## config.mk

```make
export PLATFORM = sky130hd
export DESIGN_NAME = rotate_exec
export DESIGN_NICKNAME = d
export VERILOG_FILES = /design/src/rtl/rotate_exec.sv
export SDC_FILE = /design/constraint.sdc
export NUM_CORES = 1
export LEC_CHECK = 0
export CORE_MARGIN = 2
export CORE_UTILIZATION = 52
export CTS_BUF_LIST = sky130_fd_sc_hd__clkbuf_4
export DETAILED_ROUTE_END_ITERATION = 6
export DONT_BUFFER_PORTS = 1
export HOLD_SLACK_MARGIN = 0.05
export PLACE_DENSITY = 0.74
export SYNTH_ARGS = -nofsm -noshare
export SYNTH_HDL_FRONTEND = slang
export SYNTH_SLANG_ARGS = --single-unit
```

## constraint.sdc

```tcl
create_clock -name clk -period 1.91 [get_ports clk]
set_input_delay 0.382 -clock clk [delete_from_list [all_inputs] [get_ports clk]]
set_output_delay 0.382 -clock clk [all_outputs]
set_load 0.01 [all_outputs]
```

## src/rtl/rotate_exec.sv

```systemverilog
// rotate_exec: sequenced RLC r / RRC r execution unit (4-bit rotate through carry).
// Latency: RRC 5 cycles, RLC 7 cycles (ROTATE_EXACT_TIMING_EN defined); otherwise 5 (RAM operand) / 4 (A/B operand).
// Backpressure: none; start is sampled only in IDLE and ignored while busy, RAM read data is fixed 1-cycle latency.
//
// Configuration macro: ROTATE_EXACT_TIMING_EN
//   defined   -> native instruction timing (FETCH always visited, two WAIT cycles for RLC)
//   undefined -> shortened timing (no WAIT, FETCH skipped for register operands)
//
// Ports:
//   clk, reset                  core clock, synchronous active-high reset
//   start, op_rrc, r, carry_in  request from decoder (r: 0=A 1=B 2=M(X) 3=M(Y); op_rrc: 0=RLC 1=RRC)
//   a_in, b_in, x_in, y_in      current register values
//   ram_rdata                   RAM read data, valid the cycle after ram_re
//   busy, done                  status; done is a one-cycle pulse in the WRITE cycle
//   ram_addr/re/we/wdata        data RAM port
//   a_we, b_we, result          register write-back
//   flag_we, carry_out, zero_out  flag write-back

module rotate_exec (
    input  logic        clk,
    input  logic        reset,
    input  logic        start,
    input  logic        op_rrc,
    input  logic [1:0]  r,
    input  logic        carry_in,
    input  logic [3:0]  a_in,
    input  logic [3:0]  b_in,
    input  logic [11:0] x_in,
    input  logic [11:0] y_in,
    input  logic [3:0]  ram_rdata,
    output logic        busy,
    output logic        done,
    output logic [11:0] ram_addr,
    output logic        ram_re,
    output logic        ram_we,
    output logic [3:0]  ram_wdata,
    output logic        a_we,
    output logic        b_we,
    output logic [3:0]  result,
    output logic        flag_we,
    output logic        carry_out,
    output logic        zero_out
);

`ifdef ROTATE_EXACT_TIMING_EN
    localparam bit EXACT_TIMING = 1'b1;
`else
    localparam bit EXACT_TIMING = 1'b0;
`endif

    typedef enum logic [2:0] {
        S_IDLE,
        S_FETCH,
        S_CAPTURE,
        S_EXEC,
        S_WAIT,
        S_WRITE
    } state_t;

    state_t      state_q, state_d;
    logic        wait_q, wait_d;

    // Request fields captured at start
    logic        op_q;
    logic [1:0]  r_q;
    logic        cin_q;
    logic [3:0]  a_q;
    logic [3:0]  b_q;
    logic [11:0] addr_q;
    logic [3:0]  operand_q;

    // Registered outputs
    logic        busy_q, done_q, ram_re_q, ram_we_q, a_we_q, b_we_q, flag_we_q;
    logic [3:0]  result_q, wdata_q;
    logic        carry_q, zero_q;

    // Rotate datapath
    logic [3:0]  rot_res;
    logic        rot_cy;

    logic        accept;
    logic        enter_write;

    assign accept      = (state_q == S_IDLE) && start;
    assign enter_write = (state_d == S_WRITE);

    always_comb begin
        rot_res = 4'd0;
        rot_cy  = 1'b0;
        if (op_q) begin
            {rot_res, rot_cy} = {cin_q, operand_q};
        end else begin
            {rot_cy, rot_res} = {operand_q, cin_q};
        end
    end

    always_comb begin
        state_d = state_q;
        wait_d  = wait_q;
        case (state_q)
            S_IDLE: begin
                if (start) begin
                    // Register operands need no RAM access, so the shortened build skips FETCH
                    state_d = (EXACT_TIMING || r[1]) ? S_FETCH : S_CAPTURE;
                end
            end
            S_FETCH:   state_d = S_CAPTURE;
            S_CAPTURE: state_d = S_EXEC;
            S_EXEC: begin
                if (EXACT_TIMING && !op_q) begin
                    state_d = S_WAIT;
                    wait_d  = 1'b0;
                end else begin
                    state_d = S_WRITE;
                end
            end
            S_WAIT: begin
                // Two pad cycles: wait_q=0 on the first, 1 on the second
                if (wait_q) begin
                    state_d = S_WRITE;
                end else begin
                    wait_d = 1'b1;
                end
            end
            S_WRITE:   state_d = S_IDLE;
            default:   state_d = S_IDLE;
        endcase
    end

    always_ff @(posedge clk) begin
        if (reset) begin
            state_q   <= S_IDLE;
            wait_q    <= 1'b0;
            op_q      <= 1'b0;
            r_q       <= 2'd0;
            cin_q     <= 1'b0;
            a_q       <= 4'd0;
            b_q       <= 4'd0;
            addr_q    <= 12'd0;
            operand_q <= 4'd0;
            busy_q    <= 1'b0;
            done_q    <= 1'b0;
            ram_re_q  <= 1'b0;
            ram_we_q  <= 1'b0;
            a_we_q    <= 1'b0;
            b_we_q    <= 1'b0;
            flag_we_q <= 1'b0;
            result_q  <= 4'd0;
            wdata_q   <= 4'd0;
            carry_q   <= 1'b0;
            zero_q    <= 1'b0;
        end else begin
            state_q <= state_d;
            wait_q  <= wait_d;

            if (accept) begin
                op_q   <= op_rrc;
                r_q    <= r;
                cin_q  <= carry_in;
                a_q    <= a_in;
                b_q    <= b_in;
                addr_q <= r[1] ? (r[0] ? y_in : x_in) : 12'd0;
            end

            if (state_q == S_CAPTURE) begin
                operand_q <= r_q[1] ? ram_rdata : (r_q[0] ? b_q : a_q);
            end

            if (state_q == S_EXEC) begin
                result_q <= rot_res;
                wdata_q  <= rot_res;
                carry_q  <= rot_cy;
                zero_q   <= (rot_res == 4'd0);
            end

            // Strobes are computed from the next state so they are flop outputs
            busy_q    <= (state_d != S_IDLE);
            ram_re_q  <= accept && r[1];
            done_q    <= enter_write;
            flag_we_q <= enter_write;
            a_we_q    <= enter_write && (r_q == 2'd0);
            b_we_q    <= enter_write && (r_q == 2'd1);
            ram_we_q  <= enter_write && r_q[1];
        end
    end

    // Gate completion/write strobes with reset so a reset landing on the WRITE
    // cycle still suppresses the write-back.
    assign busy      = busy_q;
    assign done      = done_q    & ~reset;
    assign flag_we   = flag_we_q & ~reset;
    assign a_we      = a_we_q    & ~reset;
    assign b_we      = b_we_q    & ~reset;
    assign ram_we    = ram_we_q  & ~reset;
    assign ram_re    = ram_re_q;
    assign ram_addr  = addr_q;
    assign ram_wdata = wdata_q;
    assign result    = result_q;
    assign carry_out = carry_q;
    assign zero_out  = zero_q;

endmodule

```

==> flow_metrics.py <==
metrics = {
    "timing": {
        "maxSlewViolCount": 0,
        "relSlewSlack_pct": 41.8,
        "max_freq_mhz": 629,
        "period_share_pct": 83.2,
        "hold_viol": 0,
        "skew_ns": 0.0117,
        "min_period_ns": 1.59,
        "worst_slew_pin_slew_ns": 0.871,
        "setup_violations": 0,
        "grt_setup_unrepaired": "no",
        "tns_ns": 0,
    },
    "drt": {
        "final_antenna_net_count": 0,
        "via_per_inst": 5.92,
        "maxUsedRoutingLayer": "met4",
        "post-route-drc-count": 0,
        "first_iter_violations": 64,
        "vias": 1350,
        "totalWireLength_microns": 3480,
        "routed-wl-met3_microns": 293,
        "wl_per_cell_microns": 15.3,
        "drtPass1Iterations": 4,
        "met1_length_microns": 1430,
        "wl_met2_microns": 1680,
    },
    "run": {
        "drv_cap": 0,
    },
    "cells_and_area": {
        "multi_input_area_sq_um": 888,
        "finalNetCount": 225,
        "fillers": 311,
        "fin_cells": 228,
        "antenna-diode-count": 0,
        "area_growth_pct": -0.397,
        "drive_gt1_share_pct": 7.14,
        "final-seq-area_sq_um": 881,
        "fin_util_pct": 55.1,
    },
    "global_routing": {
        "antenna_found_initial": 0,
        "grt_pass1_vias": 1228,
        "grt_use_total_pct": 17.7,
        "grt_pass1_wl_microns": 5630,
        "grt_overflow_total": 0,
        "grt_start_max_net_pins": 41,
    },
    "setup_path": {
        "crit_end": "r_q[1]",
        "crit_start": "state_q[2]",
        "r2r_setup_slack_ns": 0.32,
        "cp.required_ns": 2.19,
        "path_class": "reg -> reg",
        "timing.rr.end": "r_q[1]",
        "end_kind": "register",
        "crit_path_start_kind": "register",
        "reg2reg_depth": 3,
        "arrival_ns": 1.87,
        "reg2reg_from": "state_q[2]",
        "critical_path_peak_fanout": 13,
    },
    "cts": {
        "cts_resized": 0,
        "htreeDepth": 2,
        "cts-root-buf": "clkbuf_4",
        "cts_max_path_buffers": 2,
        "cts_tree": "done",
        "numClockSinks": 44,
        "cts_setup_buffers": 0,
        "clkTransAtPathRegs_ns": 0.12,
        "holdBufCountCts": 0,
        "clkLatencyLatePin_ns": 0.34,
        "numCtsBuffers": 5,
    },
    "synthesis": {
        "yosysUniqueCellTypes": 31,
        "yosysMostFrequentCell": "dfxtp_1",
        "yosysWarnings": 0,
        "ys.flop_type": "dfxtp_1",
        "ys_top_cells_by_count": "dfxtp_1, nand2_1, mux2i_1",
        "netlist_area_sq_um": 1890,
        "syn-num-nets": 239,
        "synth_edf_count": 0,
        "synth_area_leader_cell": "dfxtp_1",
        "synth_area_leaders": "dfxtp_1, mux2i_1, o2bb2ai_1, nor2b_1, nand2_1",
        "synth.top_cell.area_share_pct": 46.6,
        "ys_seq_elements": 44,
        "async_flop_share_pct": 0,
        "syn_area_per_cell_sq_um": 9.65,
        "yosysSeqAreaShare_pct": 46.6,
        "syn_inst": 196,
    },
    "die": {
        "initial_utilization_pct": 55.3,
        "dieArea_sq_um": 4130,
        "dieHeight_microns": 64.3,
        "num_rows": 21,
        "fp.dieW_microns": 64.3,
        "io_pins": 72,
        "coreArea_sq_um": 3420,
    },
    "placement": {
        "io_buffers": 0,
        "hpwl_microns": 2520,
        "gp_congestion": 0.798,
        "placed_cells": 221,
    },
    "power": {
        "leakagePower_nw": 0.689,
        "ir_drop_uv": 438,
        "p_per_area_nw_per_um2": 860,
    },
    "outcome": {
        "status": "completed",
    },
    "min_path": {
        "hold_class": "in -> reg",
    },
}
-- power breakdown --
group          switching (W)  leakage, nW  total (W)  internal [W]
logic              0.0000928        0.304   0.000178     0.0000853
registers          0.0000694        0.358    0.00104      0.000973
clock network       0.000270       0.0261   0.000399      0.000129
total               0.000432        0.689    0.00162       0.00119
-- critical path, cell delays in order (launching register included) --
cell,delay [ns]
dfxtp_1,0.56
nor4b_2,0.10
nor2_1,0.67
a21o_1,0.21
-- placed cells by master, fill, tap and decap left out, types with 4 or more instances in the layout --
cell | synthesis | routed
o2bb2ai_1 | 12 | 12
mux2i_1 | 18 | 18
nand2_1 | 22 | 22
nor2_1 | 10 | 10
clkbuf_4 | 0 | 5
nor2b_1 | 14 | 14
a21oi_1 | 16 | 16
dfxtp_1 | 44 | 44
nand3b_1 | 5 | 5
a211oi_1 | 9 | 9
o41ai_2 | 4 | 4
-- worst min path at each step --
stage	start	to	cells past startpoint
2_1_floorplan	a_q[0]	a_q[0]	2
3_3_place_gp	a_q[2]	a_q[2]	2
3_5_place_dp	a_q[0]	a_q[0]	2
4_1_cts	reset	b_q[0]	1
5_1_grt	reset	r_q[0]	1
6_report	reset	b_q[0]	1
-- stage by stage --
step | hold slack (ns) | area (sq um) | setup WS (ns) | total power (W)
after floorplan | 0.432 | 1890 | 0.551 | 0.00124
after global placement | 0.435 | 1840 | 0.419 | 0.00123
after detailed placement | 0.440 | 1840 | 0.306 | 0.00124
after CTS | 0.0792 | 1880 | 0.290 | 0.00163
after global routing | 0.0586 | 1880 | 0.154 | 0.00171
final | 0.0972 | 1880 | 0.320 | 0.00162
-- per-layer routing --
metal / global-route usage [%] / vias up
met2: 29.2 / 68
li1: - / 665
met1: 20.1 / 607
met3: 7.39 / 10
met5: 0 / -
met4: 7.18 / 0
-- flip-flops by register name (all words and copies together), names as in the netlist, 2 cells and up --
signal	count
a_q	4
r_q	2
state_q	3
b_q	4
operand_q	4
ram_addr	12
ram_wdata	4
-- cells by family (layout without fill, tap and decap cells) --
group,after synthesis,after routing,share of synthesized area (%)
simple gates,66,66,19.1
compound gates,45,45,18.3
flops,44,44,46.6
mux,18,18,9.53
buf+inv,23,9,6.42
-- layout make-up --
| cell class | count | share of cell area, % |
|---|---|---|
| clock buffer | 5 | 1.99 |
| clock inverter | 2 | 0.399 |
| inverter | 1 | 0.199 |
| multi-input combinational | 129 | 47.2 |
| sequential | 44 | 46.8 |
| tap | 46 | 3.06 |
| timing repair buffer | 1 | 0.399 |
Power figures use the tool's default switching activity.
